## src/rtl/pm_video_pkg.sv

```systemverilog
// Shared types, default 640x400@70 timing and helpers for the pm_video scaler.
package pm_video_pkg;

    typedef struct packed {
        logic [7:0] r;
        logic [7:0] g;
        logic [7:0] b;
    } rgb_t;

    localparam int unsigned DEF_H_ACTIVE = 640;
    localparam int unsigned DEF_H_FP     = 16;
    localparam int unsigned DEF_H_SYNC   = 96;
    localparam int unsigned DEF_H_BP     = 48;
    localparam int unsigned DEF_V_ACTIVE = 400;
    localparam int unsigned DEF_V_FP     = 12;
    localparam int unsigned DEF_V_SYNC   = 2;
    localparam int unsigned DEF_V_BP     = 35;
    localparam bit          DEF_HS_POL   = 1'b0;
    localparam bit          DEF_VS_POL   = 1'b1;

    // Top-left corner of the centred window; negative means it does not fit.
    function automatic int win_origin(input int active, input int src, input int scale);
        return (active - src * scale) / 2;
    endfunction

    // Counter width for values 0..n-1, never narrower than one bit.
    function automatic int unsigned cnt_w(input int unsigned n);
        return (n > 2) ? $clog2(n) : 1;
    endfunction

endpackage

```

## src/rtl/pm_video_scaler_if.sv

```systemverilog
// Frame-buffer read port plus video output bundle of pm_video_scaler.
interface pm_video_scaler_if #(
    parameter int unsigned ADDR_W = 10
);
    logic [ADDR_W-1:0] fb_addr;
    logic [7:0]        fb_data;
    logic              hs;
    logic              vs;
    logic              de;
    logic [7:0]        r;
    logic [7:0]        g;
    logic [7:0]        b;
    logic              frame_start;

    modport master (
        output fb_addr, hs, vs, de, r, g, b, frame_start,
        input  fb_data
    );

    modport slave (
        input  fb_addr, hs, vs, de, r, g, b, frame_start,
        output fb_data
    );
endinterface

```

## src/rtl/pm_video_timing.sv

```systemverilog
// Stage-0 raster counters with combinational sync/DE/frame and line-end decodes.
module pm_video_timing
    import pm_video_pkg::*;
#(
    parameter int unsigned H_ACTIVE = DEF_H_ACTIVE,
    parameter int unsigned H_FP     = DEF_H_FP,
    parameter int unsigned H_SYNC   = DEF_H_SYNC,
    parameter int unsigned H_BP     = DEF_H_BP,
    parameter int unsigned V_ACTIVE = DEF_V_ACTIVE,
    parameter int unsigned V_FP     = DEF_V_FP,
    parameter int unsigned V_SYNC   = DEF_V_SYNC,
    parameter int unsigned V_BP     = DEF_V_BP,
    parameter bit          HS_POL   = DEF_HS_POL,
    parameter bit          VS_POL   = DEF_VS_POL,
    parameter int unsigned HW       = cnt_w(H_ACTIVE + H_FP + H_SYNC + H_BP),
    parameter int unsigned VW       = cnt_w(V_ACTIVE + V_FP + V_SYNC + V_BP)
) (
    input  logic          pclk,
    input  logic          reset_n,
    output logic [HW-1:0] h_cnt,
    output logic [VW-1:0] v_cnt,
    output logic          de_c,
    output logic          hs_c,
    output logic          vs_c,
    output logic          frame_start_c,
    output logic          line_end_c,
    output logic          frame_end_c
);
    localparam int unsigned HT     = H_ACTIVE + H_FP + H_SYNC + H_BP;
    localparam int unsigned VT     = V_ACTIVE + V_FP + V_SYNC + V_BP;
    localparam int unsigned HS_BEG = H_ACTIVE + H_FP;
    localparam int unsigned HS_END = HS_BEG + H_SYNC;
    localparam int unsigned VS_BEG = V_ACTIVE + V_FP;
    localparam int unsigned VS_END = VS_BEG + V_SYNC;

    logic hs_act;
    logic vs_act;

    assign line_end_c    = (h_cnt == HW'(HT - 1));
    assign frame_end_c   = line_end_c && (v_cnt == VW'(VT - 1));
    assign de_c          = (h_cnt < HW'(H_ACTIVE)) && (v_cnt < VW'(V_ACTIVE));
    assign frame_start_c = (h_cnt == '0) && (v_cnt == '0);
    assign hs_act        = (h_cnt >= HW'(HS_BEG)) && (h_cnt < HW'(HS_END));
    assign vs_act        = (v_cnt >= VW'(VS_BEG)) && (v_cnt < VW'(VS_END));
    assign hs_c          = hs_act ? HS_POL : !HS_POL;
    assign vs_c          = vs_act ? VS_POL : !VS_POL;

    // Raster position: h wraps every line, v advances on each wrap.
    always_ff @(posedge pclk or negedge reset_n) begin
        if (!reset_n) begin
            h_cnt <= '0;
            v_cnt <= '0;
        end else if (line_end_c) begin
            h_cnt <= '0;
            v_cnt <= frame_end_c ? '0 : v_cnt + VW'(1);
        end else begin
            h_cnt <= h_cnt + HW'(1);
        end
    end

endmodule

```

## src/rtl/pm_video_scaler.sv

```systemverilog
// VGA timing plus integer-scaled 1bpp frame-buffer reader, two-clock aligned output pipeline.
// Optional LCD pixel-gap grid enabled by defining PM_VIDEO_GRID_EN.
module pm_video_scaler
    import pm_video_pkg::*;
#(
    parameter int unsigned H_ACTIVE   = DEF_H_ACTIVE,
    parameter int unsigned H_FP       = DEF_H_FP,
    parameter int unsigned H_SYNC     = DEF_H_SYNC,
    parameter int unsigned H_BP       = DEF_H_BP,
    parameter int unsigned V_ACTIVE   = DEF_V_ACTIVE,
    parameter int unsigned V_FP       = DEF_V_FP,
    parameter int unsigned V_SYNC     = DEF_V_SYNC,
    parameter int unsigned V_BP       = DEF_V_BP,
    parameter bit          HS_POL     = DEF_HS_POL,
    parameter bit          VS_POL     = DEF_VS_POL,
    parameter int unsigned SRC_W      = 96,
    parameter int unsigned SRC_H      = 64,
    parameter int unsigned H_SCALE    = 4,
    parameter int unsigned V_SCALE    = 4,
    parameter int unsigned ADDR_W     = 10,
    parameter logic [23:0] ON_RGB     = 24'h202020,
    parameter logic [23:0] OFF_RGB    = 24'hB0C0A0,
    parameter logic [23:0] BORDER_RGB = 24'h000000
) (
    input  logic              pclk,
    input  logic              reset_n,
    pm_video_scaler_if.master vid
);
    localparam int unsigned HT  = H_ACTIVE + H_FP + H_SYNC + H_BP;
    localparam int unsigned VT  = V_ACTIVE + V_FP + V_SYNC + V_BP;
    localparam int unsigned HW  = cnt_w(HT);
    localparam int unsigned VW  = cnt_w(VT);
    localparam int unsigned HSW = cnt_w(H_SCALE);
    localparam int unsigned VSW = cnt_w(V_SCALE);
    localparam int unsigned XW  = cnt_w(SRC_W + 1);
    localparam int unsigned YW  = cnt_w(SRC_H + 1);
    localparam int          X0  = win_origin(int'(H_ACTIVE), int'(SRC_W), int'(H_SCALE));
    localparam int          Y0  = win_origin(int'(V_ACTIVE), int'(SRC_H), int'(V_SCALE));
    localparam int          X1  = X0 + int'(SRC_W * H_SCALE);
    localparam int          Y1  = Y0 + int'(SRC_H * V_SCALE);

    if ((SRC_W * H_SCALE > H_ACTIVE) || (SRC_H * V_SCALE > V_ACTIVE)) begin : g_bad_window
        $error("pm_video_scaler: scaled source does not fit the active area");
    end
    if ((SRC_H % 8) != 0) begin : g_bad_height
        $error("pm_video_scaler: SRC_H must be a multiple of 8");
    end
`ifdef PM_VIDEO_GRID_EN
    if ((H_SCALE < 2) || (V_SCALE < 2)) begin : g_bad_grid
        $error("pm_video_scaler: pixel grid needs H_SCALE and V_SCALE of at least 2");
    end
`endif

    logic [HW-1:0] h_cnt;
    logic [VW-1:0] v_cnt;
    logic          de_c;
    logic          hs_c;
    logic          vs_c;
    logic          frame_start_c;
    logic          line_end_c;
    logic          frame_end_c;

    pm_video_timing #(
        .H_ACTIVE (H_ACTIVE),
        .H_FP     (H_FP),
        .H_SYNC   (H_SYNC),
        .H_BP     (H_BP),
        .V_ACTIVE (V_ACTIVE),
        .V_FP     (V_FP),
        .V_SYNC   (V_SYNC),
        .V_BP     (V_BP),
        .HS_POL   (HS_POL),
        .VS_POL   (VS_POL),
        .HW       (HW),
        .VW       (VW)
    ) u_timing (
        .pclk          (pclk),
        .reset_n       (reset_n),
        .h_cnt         (h_cnt),
        .v_cnt         (v_cnt),
        .de_c          (de_c),
        .hs_c          (hs_c),
        .vs_c          (vs_c),
        .frame_start_c (frame_start_c),
        .line_end_c    (line_end_c),
        .frame_end_c   (frame_end_c)
    );

    logic in_win_h;
    logic in_win_v;
    logic in_win;

    assign in_win_h = (h_cnt >= HW'(X0)) && (h_cnt < HW'(X1));
    assign in_win_v = (v_cnt >= VW'(Y0)) && (v_cnt < VW'(Y1));
    assign in_win   = in_win_h && in_win_v;

    logic [HSW-1:0]    hsub;
    logic [VSW-1:0]    vsub;
    logic [XW-1:0]     src_x;
    logic [YW-1:0]     src_y;
    logic [ADDR_W-1:0] row_base;

    // Source coordinates tracked by replication sub-counters instead of dividers.
    always_ff @(posedge pclk or negedge reset_n) begin
        if (!reset_n) begin
            hsub     <= '0;
            vsub     <= '0;
            src_x    <= '0;
            src_y    <= '0;
            row_base <= '0;
        end else if (line_end_c) begin
            hsub  <= '0;
            src_x <= '0;
            if (frame_end_c) begin
                vsub     <= '0;
                src_y    <= '0;
                row_base <= '0;
            end else if (in_win_v) begin
                if (vsub == VSW'(V_SCALE - 1)) begin
                    vsub  <= '0;
                    src_y <= src_y + YW'(1);
                    if (src_y[2:0] == 3'd7) begin
                        row_base <= row_base + ADDR_W'(SRC_W);
                    end
                end else begin
                    vsub <= vsub + VSW'(1);
                end
            end
        end else if (in_win) begin
            if (hsub == HSW'(H_SCALE - 1)) begin
                hsub  <= '0;
                src_x <= src_x + XW'(1);
            end else begin
                hsub <= hsub + HSW'(1);
            end
        end
    end

    logic [ADDR_W-1:0] fb_addr_q;
    logic              de1;
    logic              win1;
    logic              hs1;
    logic              vs1;
    logic              fs1;
    logic [2:0]        bit1;

    // Stage 1: frame-buffer address issue; side-band follows the read latency.
    always_ff @(posedge pclk or negedge reset_n) begin
        if (!reset_n) begin
            fb_addr_q <= '0;
            de1       <= 1'b0;
            win1      <= 1'b0;
            hs1       <= !HS_POL;
            vs1       <= !VS_POL;
            fs1       <= 1'b0;
            bit1      <= '0;
        end else begin
            if (in_win) begin
                fb_addr_q <= row_base + ADDR_W'(src_x);
            end
            de1  <= de_c;
            win1 <= in_win;
            hs1  <= hs_c;
            vs1  <= vs_c;
            fs1  <= frame_start_c;
            bit1 <= src_y[2:0];
        end
    end

`ifdef PM_VIDEO_GRID_EN
    logic grid1;

    // Last column or row of each scaled cell is dimmed to mimic the LCD gap.
    always_ff @(posedge pclk or negedge reset_n) begin
        if (!reset_n) begin
            grid1 <= 1'b0;
        end else begin
            grid1 <= in_win && ((hsub == HSW'(H_SCALE - 1)) || (vsub == VSW'(V_SCALE - 1)));
        end
    end
`endif

    rgb_t pix_c;

    always_comb begin
        pix_c = '0;
        if (de1) begin
            if (!win1) begin
                pix_c = rgb_t'(BORDER_RGB);
            end else if (vid.fb_data[bit1]) begin
                pix_c = rgb_t'(ON_RGB);
            end else begin
                pix_c = rgb_t'(OFF_RGB);
            end
`ifdef PM_VIDEO_GRID_EN
            if (win1 && grid1) begin
                pix_c.r = pix_c.r >> 1;
                pix_c.g = pix_c.g >> 1;
                pix_c.b = pix_c.b >> 1;
            end
`endif
        end
    end

    rgb_t pix_q;
    logic hs_q;
    logic vs_q;
    logic de_q;
    logic fs_q;

    // Stage 2: every output registered together so all are cycle-aligned.
    always_ff @(posedge pclk or negedge reset_n) begin
        if (!reset_n) begin
            pix_q <= '0;
            hs_q  <= !HS_POL;
            vs_q  <= !VS_POL;
            de_q  <= 1'b0;
            fs_q  <= 1'b0;
        end else begin
            pix_q <= pix_c;
            hs_q  <= hs1;
            vs_q  <= vs1;
            de_q  <= de1;
            fs_q  <= fs1 && de1;
        end
    end

    assign vid.fb_addr     = fb_addr_q;
    assign vid.hs          = hs_q;
    assign vid.vs          = vs_q;
    assign vid.de          = de_q;
    assign vid.frame_start = fs_q;
    assign vid.r           = pix_q.r;
    assign vid.g           = pix_q.g;
    assign vid.b           = pix_q.b;

endmodule

```

## src/flat_wrapper.sv

```systemverilog
// flat-port wrapper written by rule: the top's interface ports become plain ports
module pm_video_scaler_flat import pm_video_pkg::*;
#(
    parameter int unsigned H_ACTIVE   = DEF_H_ACTIVE,
    parameter int unsigned H_FP       = DEF_H_FP,
    parameter int unsigned H_SYNC     = DEF_H_SYNC,
    parameter int unsigned H_BP       = DEF_H_BP,
    parameter int unsigned V_ACTIVE   = DEF_V_ACTIVE,
    parameter int unsigned V_FP       = DEF_V_FP,
    parameter int unsigned V_SYNC     = DEF_V_SYNC,
    parameter int unsigned V_BP       = DEF_V_BP,
    parameter bit          HS_POL     = DEF_HS_POL,
    parameter bit          VS_POL     = DEF_VS_POL,
    parameter int unsigned SRC_W      = 96,
    parameter int unsigned SRC_H      = 64,
    parameter int unsigned H_SCALE    = 4,
    parameter int unsigned V_SCALE    = 4,
    parameter int unsigned ADDR_W     = 10,
    parameter logic [23:0] ON_RGB     = 24'h202020,
    parameter logic [23:0] OFF_RGB    = 24'hB0C0A0,
    parameter logic [23:0] BORDER_RGB = 24'h000000
)
  (pclk, reset_n, vid_fb_addr, vid_hs, vid_vs, vid_de, vid_r, vid_g, vid_b, vid_frame_start, vid_fb_data);
  pm_video_scaler_if #(.ADDR_W(ADDR_W)) vid_i ();
  input  logic pclk;
  input  logic reset_n;
  output wire logic [$bits(vid_i.fb_addr)-1:0] vid_fb_addr;
  output wire logic [$bits(vid_i.hs)-1:0] vid_hs;
  output wire logic [$bits(vid_i.vs)-1:0] vid_vs;
  output wire logic [$bits(vid_i.de)-1:0] vid_de;
  output wire logic [$bits(vid_i.r)-1:0] vid_r;
  output wire logic [$bits(vid_i.g)-1:0] vid_g;
  output wire logic [$bits(vid_i.b)-1:0] vid_b;
  output wire logic [$bits(vid_i.frame_start)-1:0] vid_frame_start;
  input wire logic [$bits(vid_i.fb_data)-1:0] vid_fb_data;
  assign vid_fb_addr = vid_i.fb_addr;
  assign vid_hs = vid_i.hs;
  assign vid_vs = vid_i.vs;
  assign vid_de = vid_i.de;
  assign vid_r = vid_i.r;
  assign vid_g = vid_i.g;
  assign vid_b = vid_i.b;
  assign vid_frame_start = vid_i.frame_start;
  assign vid_i.fb_data = vid_fb_data;
  pm_video_scaler #(.H_ACTIVE(H_ACTIVE), .H_FP(H_FP), .H_SYNC(H_SYNC), .H_BP(H_BP), .V_ACTIVE(V_ACTIVE), .V_FP(V_FP), .V_SYNC(V_SYNC), .V_BP(V_BP), .HS_POL(HS_POL), .VS_POL(VS_POL), .SRC_W(SRC_W), .SRC_H(SRC_H), .H_SCALE(H_SCALE), .V_SCALE(V_SCALE), .ADDR_W(ADDR_W), .ON_RGB(ON_RGB), .OFF_RGB(OFF_RGB), .BORDER_RGB(BORDER_RGB)) u_core (.pclk(pclk), .reset_n(reset_n), .vid(vid_i));
endmodule
```

## config.mk

```make
export PLATFORM = sky130hd
export DESIGN_NAME = pm_video_scaler_flat
export DESIGN_NICKNAME = d
export VERILOG_FILES = /design/src/rtl/pm_video_pkg.sv /design/src/rtl/pm_video_scaler_if.sv /design/src/rtl/pm_video_timing.sv /design/src/rtl/pm_video_scaler.sv /design/src/flat_wrapper.sv
export SDC_FILE = /design/constraint.sdc
export NUM_CORES = 1
export LEC_CHECK = 0
export CAP_MARGIN = 20
export CORE_ASPECT_RATIO = 1.5
export CORE_MARGIN = 8
export CORE_UTILIZATION = 30
export CTS_CLUSTER_DIAMETER = 50
export CTS_CLUSTER_SIZE = 40
export DETAILED_ROUTE_END_ITERATION = 10
export DONT_BUFFER_PORTS = 1
export GPL_ROUTABILITY_DRIVEN = 1
export PLACE_DENSITY = 0.55
export SLEW_MARGIN = 25
export SYNTH_ARGS = -nofsm -noshare
export SYNTH_HDL_FRONTEND = slang
export SYNTH_SLANG_ARGS = --single-unit
```

## constraint.sdc

```tcl
create_clock -name pclk -period 6.6 [get_ports pclk]
set_clock_uncertainty 0.15 [all_clocks]
set_input_delay 0.66 -clock pclk [delete_from_list [all_inputs] [get_ports pclk]]
set_output_delay 0.66 -clock pclk [all_outputs]
set_load 0.01 [all_outputs]
```

* After elaboration in Yosys (flattened, before gate mapping)
Index checks and enable logic that the tools add are counted.
** Storage, ports and cells
- Flip-flop bits (word level) :: 93
- Input bits :: 10
- Output and inout bits :: 38
- Logic and storage cells :: 90
** Cells by class
- Add/sub/neg operators :: 8
- $lt $le $gt $ge :: 11
- Eq/ne operators :: 5
- Multiplexer cells :: 25
- Reduce and logical (&&, ||, !) cells :: 20
** Operators with widths (number)
- $mux 24 :: 3
- $mux 10 :: 5
- $mux 7 :: 6
- $lt 10x10->1 const B :: 3
- $lt 9x9->1 const B :: 3
- $add 7x1->7 const B :: 2
- $mux 2 :: 6
- $add 10x1->10 const B :: 1
- $add 10x7->10 :: 1
- $add 10x7->10 const B :: 1
- $eq 10x10->1 const B :: 1
- $ge 10x10->1 const B :: 1
- $ge 10x8->1 const B :: 1
- $logic_not 10->1 :: 1
- $reduce_bool 2->1 :: 5
- $add 9x1->9 const B :: 1
- $eq 9x9->1 const B :: 1
- $ge 9x7->1 const B :: 1
- $ge 9x9->1 const B :: 1
- $logic_and 1x1->1 :: 9
- $logic_not 9->1 :: 1
- $mux 9 :: 1
- $add 2x1->2 const B :: 2
- $eq 2x2->1 const B :: 2
- 7 further kinds :: 10

* Depth between registers and ports, before layout
Gate-level depths: netlist of the first run.
- Depth in word-level cells :: 5
- Mapped depth :: 9
- Depth with buffers taken out :: 6

* Hierarchy
Synthesis of the first run repeated with hierarchy kept, for this count alone.
** Unflattened totals
- Cells, all modules :: 327
- Area, all modules :: 3323.2 um^2
** By module, submodules not included
- pm_video_scaler :: instances 1, cells each 209, area an instance 2220.9 um^2, seq. area each 1103.6 um^2
- pm_video_timing :: instances 1, cells each 118, area an instance 1102.3 um^2, seq. area each 475.5 um^2

* Least setup slack after synthesis of the first run
OpenSTA, ideal clock, no wires.
- Path type :: reg-to-reg
- Start point :: register u_core.u_timing.v_cnt[5]
- End point :: register u_core.src_x[1]
- Setup time :: 120 ps
- Data arrival time :: 1899 ps
- Data required time :: 6330 ps
- Slack :: 4431 ps
- Cell stages (with the launch flop) :: 10
- Buffers on the path :: 3
- Period minus slack after synthesis :: 2169 ps
- Cell sequence :: dfrtp_1 buf_6 o31a_1 o21a_1 or3_1 buf_2 inv_1 buf_4 nand2_2 a31o_2
** On the way
- Cells in the longest elaborated chain, start to end :: 5
- Elaborated cells on any way between the ends :: 6
- Classes of those cells :: 2 x order compare; 4 x reduce/logical
** Ends and longest elaborated chain
- from (decl) :: line pm_video_timing.sv:21 : output logic [VW-1:0] v_cnt,
- from (signal assigned) :: line pm_video_timing.sv:55 : v_cnt <= frame_end_c ? '0 : v_cnt + VW'(1);
- $ge 9x7->1 or $lt 9x9->1 (tied branches) :: line pm_video_scaler.sv:94 : assign in_win_v = (v_cnt >= VW'(Y0)) && (v_cnt < VW'(Y1));
- $logic_and 1x1->1 (*) :: line pm_video_scaler.sv:94
- $logic_and 1x1->1 (*) :: line pm_video_scaler.sv:95 : assign in_win = in_win_h && in_win_v;
- named net u_core.in_win :: line pm_video_scaler.sv:91 : logic in_win;
- $reduce_bool 2->1 (no line) (*)
- $reduce_and 2->1 (no line) (*)
- to (signal assigned) :: line pm_video_scaler.sv:132 : src_x <= src_x + XW'(1);
- to (decl) :: line pm_video_scaler.sv:99 : logic [XW-1:0] src_x;
Mark *: on every way through the listed nets, which the timed path passes. The rest lies on a longest branch.
A chain may end at the register's enable or synchronous reset.

* Final worst setup path of the first run
- Start point :: register u_core.u_timing.v_cnt[3]
- End point :: register u_core.src_x[2]
** On the way
- Cells in the longest elaborated chain, start to end :: 5
- Elaborated cells on any way between the ends :: 6
- Classes of those cells :: 2 x order compare; 4 x reduce/logical
** Ends and longest elaborated chain (line)
- $ge 9x7->1 or $lt 9x9->1 (tied branches) :: pm_video_scaler.sv:94
- $logic_and 1x1->1 (*) :: pm_video_scaler.sv:94
- $logic_and 1x1->1 (*) :: pm_video_scaler.sv:95
- $reduce_bool 2->1 (no line) (*)
- $reduce_and 2->1 (no line) (*)
Mark *: on every way between the ends. The rest lies on a longest branch, timed or not.

==> impl_metrics.yaml, run 1 <==
run_status:
  run_status: "completed"
clocking:
  cts-root-buf: "clkbuf_16"
  cts_inserted_buffers: 9
  cts.sink_count: 63
  cts_tree: "done"
  postCtsResizedCells: 0
  clkSlewWorstSetupHoldPaths_ns: 0.05
  worstSkewPairLatency_ns: 0.33
  clockBufferDepth: 2
  h-tree-depth: 3
routing:
  post_drt_via_cell_ratio: 4.83
  drtPass1Iterations: 4
  num_vias: 2186
  drt-initial-drc-count: 93
  drc: 0
  finalWirelength_um: 6650
  ant_nets: 0
  routed_wire_length_per_instance_um: 14.7
timing:
  slew_violations: 0
  fin_tns_setup_ns: 0
  hold_viol_final: 0
  fin_hold_ws_ns: 0.0289
  total_of_endpoints_with_negative_setup_slack_in_the_final_report: 0
  timing.final.crit_period_ns: 2.68
  max_slew_margin: 0.504
  fmax_mhz: 373
  worst-slew-pin-transition_ns: 0.744
  rsz_0062_raised_after_global_routing: "no"
  final_min_period_over_clock_period: 0.406
die:
  number_of_placement_rows: 46
  coreArea_um2: 10400
  dieWidth_um: 99.5
  die-area_um2: 14100
  number_of_top_level_design_ports: 48
  start_util: 0.301
  die_height_um: 141
grt:
  grt_start_max_net_pins: 62
  grt_pass1_wl_um: 10900
  number_of_global_route_vias_before_repair: 2165
  antenna_found_initial: 0
  grt_overflow: 0
  groute.usage.overall: 0.0992
cells_and_area:
  insertedDiodeCount: 0
  ff_latch_area_um2: 1580
  multi_input_comb_area_um2: 1360
  proportion_of_layout_cells_with_a_drive_suffix_above_1: 0.0744
  filler_cell_count: 1069
  area.growth.synth_to_final_pct: 9.76
  layout.nets: 326
  design_area_um2: 3450
yosys:
  synth.cells.most_frequent: "dfrtp_1 (61), nand2_1 (48), buf_4 (22), o21ai_0 (15), nand3_1 (14)"
  ys.flop_type: "dfrtp_1"
  cell_accounting_for_the_most_synthesized_area: "dfrtp_1"
  postSynthRegisterBits: 63
  netlist.area_leader.share: 0.486
  post_synth_instance_area_um2: 3140
  portion_of_the_post_synthesis_area_used_by_sequential_elements: 0.503
  synthTopCellsByArea: "dfrtp_1 (49%), nand2_1 (5.7%), buf_4 (5.3%), ha_1 (4.8%), o21ai_0 (2.4%)"
  syn_inst: 314
  ys.warnings.count: 0
  synth_edf_count: 0
  synthMostInstantiatedCell: "dfrtp_1"
  async_flop_share: 1.00
  yosys.cell_types.count: 50
  synth_area_per_cell_um2: 10.0
min_path:
  worstHoldPathType: "in -> async"
placement:
  gp_congestion: 0.769
  postPlaceCellArea_um2: 3160
  hpwlAfterDp_um: 4510
  port-buffer-count: 0
critical_path:
  timing.critical_path.cells: "o31a_1, o21a_1, or3_1, inv_1, and3_1, mux2i_1"
  worst_ep_required_time_ns: 6.70
  timing.critical_path.to_type: "register"
  worst_r2r_endpoint: "u_core.src_x[2]"
  critical_setup_path_class: "reg -> reg"
  startpoint_of_the_lowest_slack_register_to_register_path: "u_core.u_timing.v_cnt[3]"
  worst-endpoint-arrival_ns: 2.78
  ff2ff_setup_slack_ns: 3.92
  setup.worst_path.start_class: "register"
  worst-r2r-cell-count: 6
  critPathMaxStageDelay_ns: 0.69
  cp_max_fo: 26
  timing.critical_path.slowest_stage_cell: "or3_1"
power_and_ir_drop:
  power_density_nw_per_um2: 239
  peakVddDrop_mv: 0.124
  p_leak_nw: 1.56
run:
  maxCapViolCount: 0
## worst max-delay path by stage
stage,endpoint,slack (ns),startpoint
6_report,u_core.src_x[2],3.92,u_core.u_timing.v_cnt[3]
5_1_grt,u_core.src_x[1],3.71,u_core.u_timing.v_cnt[3]
4_1_cts,u_core.src_x[1],3.92,u_core.u_timing.v_cnt[3]
3_5_place_dp,u_core.src_x[1],3.90,u_core.u_timing.v_cnt[3]
3_3_place_gp,u_core.src_x[1],3.99,u_core.u_timing.v_cnt[3]
2_1_floorplan,u_core.src_x[1],4.43,u_core.u_timing.v_cnt[5]
## worst max-delay path: cells and delay by family (launching register included)
| kind | cells | cell delay [ns] |
|---|---|---|
| flops | 1 | 0.43 |
| compound gates | 2 | 0.54 |
| simple gates | 2 | 0.91 |
| mux | 1 | 0.18 |
| buf+inv | 1 | 0.39 |
## per-layer routing
layer  share of wire  GRT usage
met1            0.40      0.106
met2            0.54      0.177
met3           0.048     0.0270
met4           0.016     0.0440
met5               0          0
## registers in the layout, summed over array words and instances, names as in the netlist
signal	cells
u_core.vid.hs	1
u_core.hs1	1
u_core.vid.frame_start	1
u_core.hsub	2
u_core.win1	1
u_core.src_y	3
u_core.vsub	2
u_core.vid.g	2
u_core.vid.de	1
u_core.u_timing.v_cnt	9
u_core.vs1	1
u_core.src_x	7
u_core.vid.fb_addr	10
u_core.de1	1
u_core.row_base	5
u_core.vid.b	1
u_core.fs1	1
u_core.vid.vs	1
u_core.u_timing.h_cnt	10
u_core.bit1	3
## kinds of logic after synthesis
kind of cell,synth area share
fa+ha+maj,0.0478
other cells,0.00119
flops,0.503
xor+xnor,0.0335
compound gates,0.120
buf+inv,0.0845
mux,0.0239
simple gates,0.186
## final cells by class
type,instances,share of cell area
Clock buffer,14,0.0737
Sequential cell,63,0.458
Multi-Input combinational cell,220,0.394
Tap cell,144,0.0523
Inverter,8,0.00871
Clock inverter,2,0.00290
Timing Repair Buffer,2,0.0102
## metrics by stage
stage,std cells,utilization,power (mW),setup WS (ns)
6_report,453,0.331,0.824,3.92
5_1_grt,453,0.331,0.855,3.71
4_1_cts,453,0.331,0.835,3.92
3_5_place_dp,436,0.303,0.399,3.90
3_3_place_gp,436,0.303,0.399,3.99
2_1_floorplan,329,-,0.406,4.43
## layout by cell type, fill, tap and decap left out, drive strengths merged, types with 3 or more instances in the layout
master	n
or3	5
nand2	49
conb	16
o211ai	3
and3	6
ha	12
nand3	14
o31ai	5
nor4	4
and2	4
clkbuf	14
nor2	13
xnor2	6
a21oi	7
a21o	4
nand4	5
nor3	7
dfrtp	61
xor2	6
or4	6
inv	8
o21ai	16
mux2i	3
## power by group
part	internal, mW	switching (mW)	total [mW]	leakage [nW]
clock network	0.263	0.159	0.422	0.131
registers	0.387	0	0.387	0.849
logic	0.00267	0.0118	0.0145	0.580
## what timing repair did
action                                 CTS  global route
endpoints found under the hold margin   61             0
hold buffers                             1             0
buffers inserted                         0             0
(Power assumes the default switching activity.)
==> inputs of run 2 (changes only) <==
==> constraint.sdc (replaced) <==
create_clock -name pclk -period 2.54 [get_ports pclk]
set_clock_uncertainty 0.15 [all_clocks]
set_input_delay 0.254 -clock pclk [delete_from_list [all_inputs] [get_ports pclk]]
set_output_delay 0.254 -clock pclk [all_outputs]
set_load 0.01 [all_outputs]
==> impl_metrics.yaml, run 2 (synthesized netlist as in run 1, its figures left out) <==
run_status:
  run_status: "completed"
clocking:
  cts_tree: "done"
  cts_setup_buffers: 0
  worstSkewPairLatency_ns: 0.34
  cts_inserted_buffers: 9
  clockBufferDepth: 2
  postCtsResizedCells: 0
  cts.sink_count: 63
  h-tree-depth: 3
  clkSlewWorstSetupHoldPaths_ns: 0.06
  post_cts_hold_buffer_count: 2
  cts-root-buf: "clkbuf_16"
routing:
  met3RoutedLength_um: 334
  post_drt_via_cell_ratio: 4.72
  routed_wire_length_per_instance_um: 14.4
  dr.max_layer_used: "met4"
  num_vias: 2187
  drtPass1Iterations: 4
  finalWirelength_um: 6670
  routed_length_on_met1_um: 2510
  route.met2.wl_um: 3700
  ant_nets: 0
  drt-initial-drc-count: 106
  drc: 0
die:
  die-area_um2: 14100
  coreArea_um2: 10400
  start_util: 0.301
  dieWidth_um: 99.5
  number_of_top_level_design_ports: 48
  die_height_um: 141
  number_of_placement_rows: 46
run:
  maxCapViolCount: 0
grt:
  number_of_global_route_vias_before_repair: 2291
  grt_pass1_wl_um: 11300
  antenna_found_initial: 0
  grt_start_max_net_pins: 64
  groute.usage.overall: 0.103
  grt_overflow: 0
cells_and_area:
  multi_input_comb_area_um2: 1360
  proportion_of_layout_cells_with_a_drive_suffix_above_1: 0.113
  layout.nets: 336
  area.growth.synth_to_final_pct: 14.3
  insertedDiodeCount: 0
  layout_commonest_cell: "dfrtp_1"
  filler_cell_count: 1046
  final-instance-count-excl-fill: 463
  final_cell_mix: "dfrtp_1 (61), nand2_1 (48), conb_1 (16), o21ai_0 (15), nand3_1 (14)"
  ff_latch_area_um2: 1580
timing:
  fin_hold_ws_ns: 0.197
  rsz_0062_raised_after_global_routing: "no"
  fin_tns_setup_ns: 0
  layout_setup_ws_ns: 0.209
  timing.final.crit_period_ns: 2.33
  total_of_endpoints_with_negative_setup_slack_in_the_final_report: 0
  fmax_mhz: 429
  slew_violations: 0
  hold_viol_final: 0
  final_min_period_over_clock_period: 0.918
power_and_ir_drop:
  peakVddDrop_mv: 0.305
  p_sw_frac: 0.214
  p_leak_nw: 1.63
  combinationalPowerShare: 0.017
  power_frac_clock: 0.564
  totalPowerFinal_mw: 2.39
  power_density_nw_per_um2: 667
  netSwitchingPower_uw: 512
  seq_power_share: 0.419
  internal_power_mw: 1.88
placement:
  gp_congestion: 0.778
  place_ws_ns: 0.231
  port-buffer-count: 0
  hpwlAfterDp_um: 4770
  dp_cells: 445
critical_path:
  cp_max_fo: 10
  worst-endpoint-arrival_ns: 2.37
  setup.worst_path.start_class: "register"
  critPathMaxStageDelay_ns: 0.51
  timing.critical_path.slowest_stage_cell: "or3_1"
  timing.critical_path.to_type: "register"
  timing.critical_path.cells: "o31a_1, o21a_1, or3_1, o311ai_0, o41ai_1"
  worst_ep_required_time_ns: 2.58
  critical_setup_path_class: "reg -> reg"
min_path:
  worstHoldPathType: "reg -> reg"
-- run 2: cell types whose count changed in the layout (fill, tap and decap cells not counted), sizes merged --
cell	delta
buf	+9
bufinv	+2
clkbuf	-5
clkinvlp	+1
dlygate4sd3	+1
inv	+2
-- run 2: layout make-up --
cell class,instances,area share
Clock buffer,9,0.0627
Clock inverter,7,0.0293
Inverter,8,0.00836
Multi-Input combinational cell,220,0.378
Sequential cell,63,0.440
Tap cell,144,0.0502
Timing Repair Buffer,12,0.0314
-- run 2: metrics by stage --
stage / area [µm²] / util
5_1_grt: 3590 / 0.345
3_3_place_gp: 3220 / 0.309
4_1_cts: 3590 / 0.345
2_1_floorplan: 3200 / -
3_5_place_dp: 3220 / 0.309
6_report: 3590 / 0.345
-- run 2: final timing paths --
kind	start	slack [ns]	end	cells past startpoint
min in group asynchronous	reset_n	0.28	u_core.vid.fb_addr[9]	2
hold reg to reg	u_core.vs1	0.20	u_core.vid.vs	0
setup reg to reg	u_core.u_timing.v_cnt[3]	0.21	u_core.src_x[5]	5
setup / recovery	u_core.u_timing.v_cnt[3]	0.21	u_core.src_x[5]	5
hold / removal	u_core.vs1	0.20	u_core.vid.vs	0
max in group asynchronous	reset_n	1.60	u_core.vid.hs	2
-- run 2: worst max-delay path, delay by kind of cell, from the launching register on --
| kind | cells | cell delay, ns |
|---|---|---|
| flops | 1 | 0.43 |
| simple gates | 1 | 0.51 |
| compound gates | 4 | 1.09 |
-- run 2: power groups by stage --
| stage | sequential, mW | combinational (mW) | clock, mW |
|---|---|---|---|
| after floorplan | 1.02 | 0.0315 | 0 |
| after global placement | 1.02 | 0.0137 | 0 |
| after detailed placement | 1.02 | 0.0138 | 0 |
| after CTS | 1.00 | 0.0413 | 1.38 |
| after global routing | 1.00 | 0.0469 | 1.42 |
| final | 1.00 | 0.0402 | 1.35 |
-- run 2: metal layers --
layer	vias up	global-route usage
met5	-	0
met4	0	0.0584
met3	14	0.0294
met2	43	0.185
met1	1065	0.104
li1	1065	-
==> inputs of run 3 (changes only) <==
--- a/config.mk
+++ b/config.mk
@@ -18,4 +18,5 @@
 export SLEW_MARGIN = 25
 export SYNTH_ARGS = -nofsm -noshare
 export SYNTH_HDL_FRONTEND = slang
+export SYNTH_HIERARCHICAL = 1
 export SYNTH_SLANG_ARGS = --single-unit
==> constraint.sdc (replaced) <==
create_clock -name pclk -period 2.86 [get_ports pclk]
set_clock_uncertainty 0.15 [all_clocks]
set_input_delay 0.286 -clock pclk [delete_from_list [all_inputs] [get_ports pclk]]
set_output_delay 0.286 -clock pclk [all_outputs]
set_load 0.01 [all_outputs]
==> impl_metrics.yaml, run 3 <==
clocking:
  cts_inserted_buffers: 9
  clockBufferDepth: 2
  h-tree-depth: 3
  worstSkewPairLatency_ns: 0.33
  cts_tree: "done"
  cts-root-buf: "clkbuf_16"
  clkSlewWorstSetupHoldPaths_ns: 0.05
  cts.sink_count: 63
  cts_setup_buffers: 0
die:
  number_of_top_level_design_ports: 48
  die_height_um: 145
  number_of_placement_rows: 47
  dieWidth_um: 102
  die-area_um2: 14800
  start_util: 0.304
  coreArea_um2: 10900
yosys:
  synth.cells.most_frequent: "dfrtp_1 (61), nand2_1 (25), buf_4 (22), nand3_1 (20), o21ai_0 (19)"
  ys.warnings.count: 6
  synth_xor_xnor_area_share: 0.0422
  yosys.cell_types.count: 56
  synth_edf_count: 0
  yosys.area_share.adder: 0.0489
  portion_of_the_post_synthesis_area_used_by_sequential_elements: 0.475
  synthSimpleGateAreaFrac: 0.191
  async_flop_share: 1.00
  synthTopCellsByArea: "dfrtp_1 (46%), buf_4 (5.0%), ha_1 (4.9%), nand3_1 (3.0%), o21ai_0 (2.9%)"
  synth_mux_area_frac: 0.0395
  syn_inst: 327
  synth_top_family_by_area: "simple AND/OR/NAND/NOR gates"
  postSynthRegisterBits: 63
  cell_accounting_for_the_most_synthesized_area: "dfrtp_1"
  synth_area_per_cell_um2: 10.2
  post_synth_instance_area_um2: 3320
  synthMostInstantiatedCell: "dfrtp_1"
  netlist.area_leader.share: 0.459
  ys.flop_type: "dfrtp_1"
  synth_compound_area_frac: 0.117
routing:
  routed_wire_length_per_instance_um: 14.5
  finalWirelength_um: 6940
  drtPass1Iterations: 4
  num_vias: 2323
  post_drt_via_cell_ratio: 4.84
  ant_nets: 0
  drc: 0
  drt-initial-drc-count: 120
power_and_ir_drop:
  netSwitchingPower_uw: 395
  power_frac_clock: 0.547
  internal_power_mw: 1.66
  p_sw_frac: 0.192
  seq_power_share: 0.435
  power_density_nw_per_um2: 553
  p_leak_nw: 1.65
  peakVddDrop_mv: 0.289
  combinationalPowerShare: 0.018
timing:
  rsz_0062_raised_after_global_routing: "no"
  timing.final.crit_period_ns: 2.51
  slew_violations: 0
  layout_setup_ws_ns: 0.345
  fmax_mhz: 398
  max_slew_margin: 0.590
  worst-slew-pin-transition_ns: 0.606
  final_min_period_over_clock_period: 0.879
  hold_viol_final: 0
  total_of_endpoints_with_negative_setup_slack_in_the_final_report: 0
  fin_tns_setup_ns: 0
cells_and_area:
  insertedDiodeCount: 0
  layout.nets: 351
  layout_commonest_cell: "dfrtp_1"
  area.growth.synth_to_final_pct: 11.9
  proportion_of_layout_cells_with_a_drive_suffix_above_1: 0.105
  filler_cell_count: 1132
  final_cell_mix: "dfrtp_1 (61), nand2_1 (25), nand3_1 (20), o21ai_0 (19)"
  final-instance-count-excl-fill: 480
placement:
  dp_cells: 462
  gp_congestion: 0.872
  hpwlAfterDp_um: 4910
  place_ws_ns: 0.399
  port-buffer-count: 0
grt:
  number_of_global_route_vias_before_repair: 2340
  antenna_found_initial: 0
  grt_start_max_net_pins: 64
  grt_overflow: 0
  grt_pass1_wl_um: 11600
  globalRouteMet3Util: 0.0254
  groute.usage.overall: 0.101
  grt.met1_usage: 0.104
  grt-busiest-layer: "met2"
  grt_use_met2: 0.178
critical_path:
  worst-endpoint-arrival_ns: 2.56
  timing.critical_path.to_type: "register"
  worst_ep_required_time_ns: 2.91
  setup.worst_path.start_class: "register"
  critical_setup_path_class: "reg -> reg"
  cp_max_fo: 8
run:
  maxCapViolCount: 0
min_path:
  worstHoldPathType: "reg -> reg"
run_status:
  run_status: "completed"
## run 3: layout make-up
cell class | instances | area, µm² | share of cell area
clock inverter | 4 | 70.1 | 0.0188
tap | 147 | 184 | 0.0494
timing repair buffer | 6 | 67.6 | 0.0182
clock buffer | 12 | 236 | 0.0636
multi-input combinational | 232 | 1520 | 0.409
inverter | 16 | 60.1 | 0.0161
sequential | 63 | 1580 | 0.424
## run 3: repair_timing
action,in CTS,in global routing
hold buffers,2,0
resized for setup,0,0
endpoints found under the hold margin,63,0
## run 3: logic make-up after synthesis
group | after synthesis
and+or+nand+nor | 118
DFF | 63
other | 1
adders and majority gates | 13
AOI/OAI and AO/OA | 58
muxes | 10
buffers and inverters | 48
xor gates and xnor gates | 16
## run 3: layer usage
metal / wire (µm) / vias to the layer above / share of wire
met5: 0 / - / 0
met3: 271 / 12 / 0.039
met4: 153 / 0 / 0.022
met1: 2750 / 1141 / 0.40
met2: 3760 / 43 / 0.54
li1: - / 1127 / -
## run 3: worst max-delay path, stage by stage, from the launching register on
cell,delay [ns]
dfrtp_1,0.44
inv_1,0.08
ha_1,0.13
nor4b_1,0.51
nand2_1,0.14
nor2_1,0.28
inv_1,0.21
nand2_1,0.17
nor3_1,0.07
a21oi_1,0.15
nand2_1,0.06
## run 3: worst paths after layout
kind	start	to	slack, ns	depth (start not counted)
worst min register to register	u_core/vs1	u_core/vid.vs	0.20	0
worst min-delay path	u_core/vs1	u_core/vid.vs	0.20	0
worst max register to register	u_core/u_timing/v_cnt[0]	u_core/row_base[7]	0.35	10
min in group asynchronous	reset_n	u_core/u_timing/h_cnt[3]	0.36	2
max in group asynchronous	reset_n	u_core/hs1	1.89	2
worst max-delay path	u_core/u_timing/v_cnt[0]	u_core/row_base[7]	0.35	10
## run 3: through the flow
step	area, µm²	hold slack (ns)	power [mW]	utilization
2_1_floorplan	3380	-0.160	0.938	-
3_3_place_gp	3380	-0.156	0.923	0.309
3_5_place_dp	3380	-0.156	0.923	0.309
4_1_cts	3720	0.196	2.09	0.340
5_1_grt	3720	0.212	2.13	0.340
6_report	3720	0.195	2.06	0.340
## run 3: power groups by stage
| stage | logic (mW) | clock network [mW] | registers (mW) |
|---|---|---|---|
| floorplan | 0.0290 | 0 | 0.909 |
| global route | 0.0430 | 1.20 | 0.893 |
| finish | 0.0366 | 1.13 | 0.894 |
| CTS | 0.0380 | 1.16 | 0.894 |
| global placement | 0.0133 | 0 | 0.909 |
| detailed placement | 0.0133 | 0 | 0.909 |
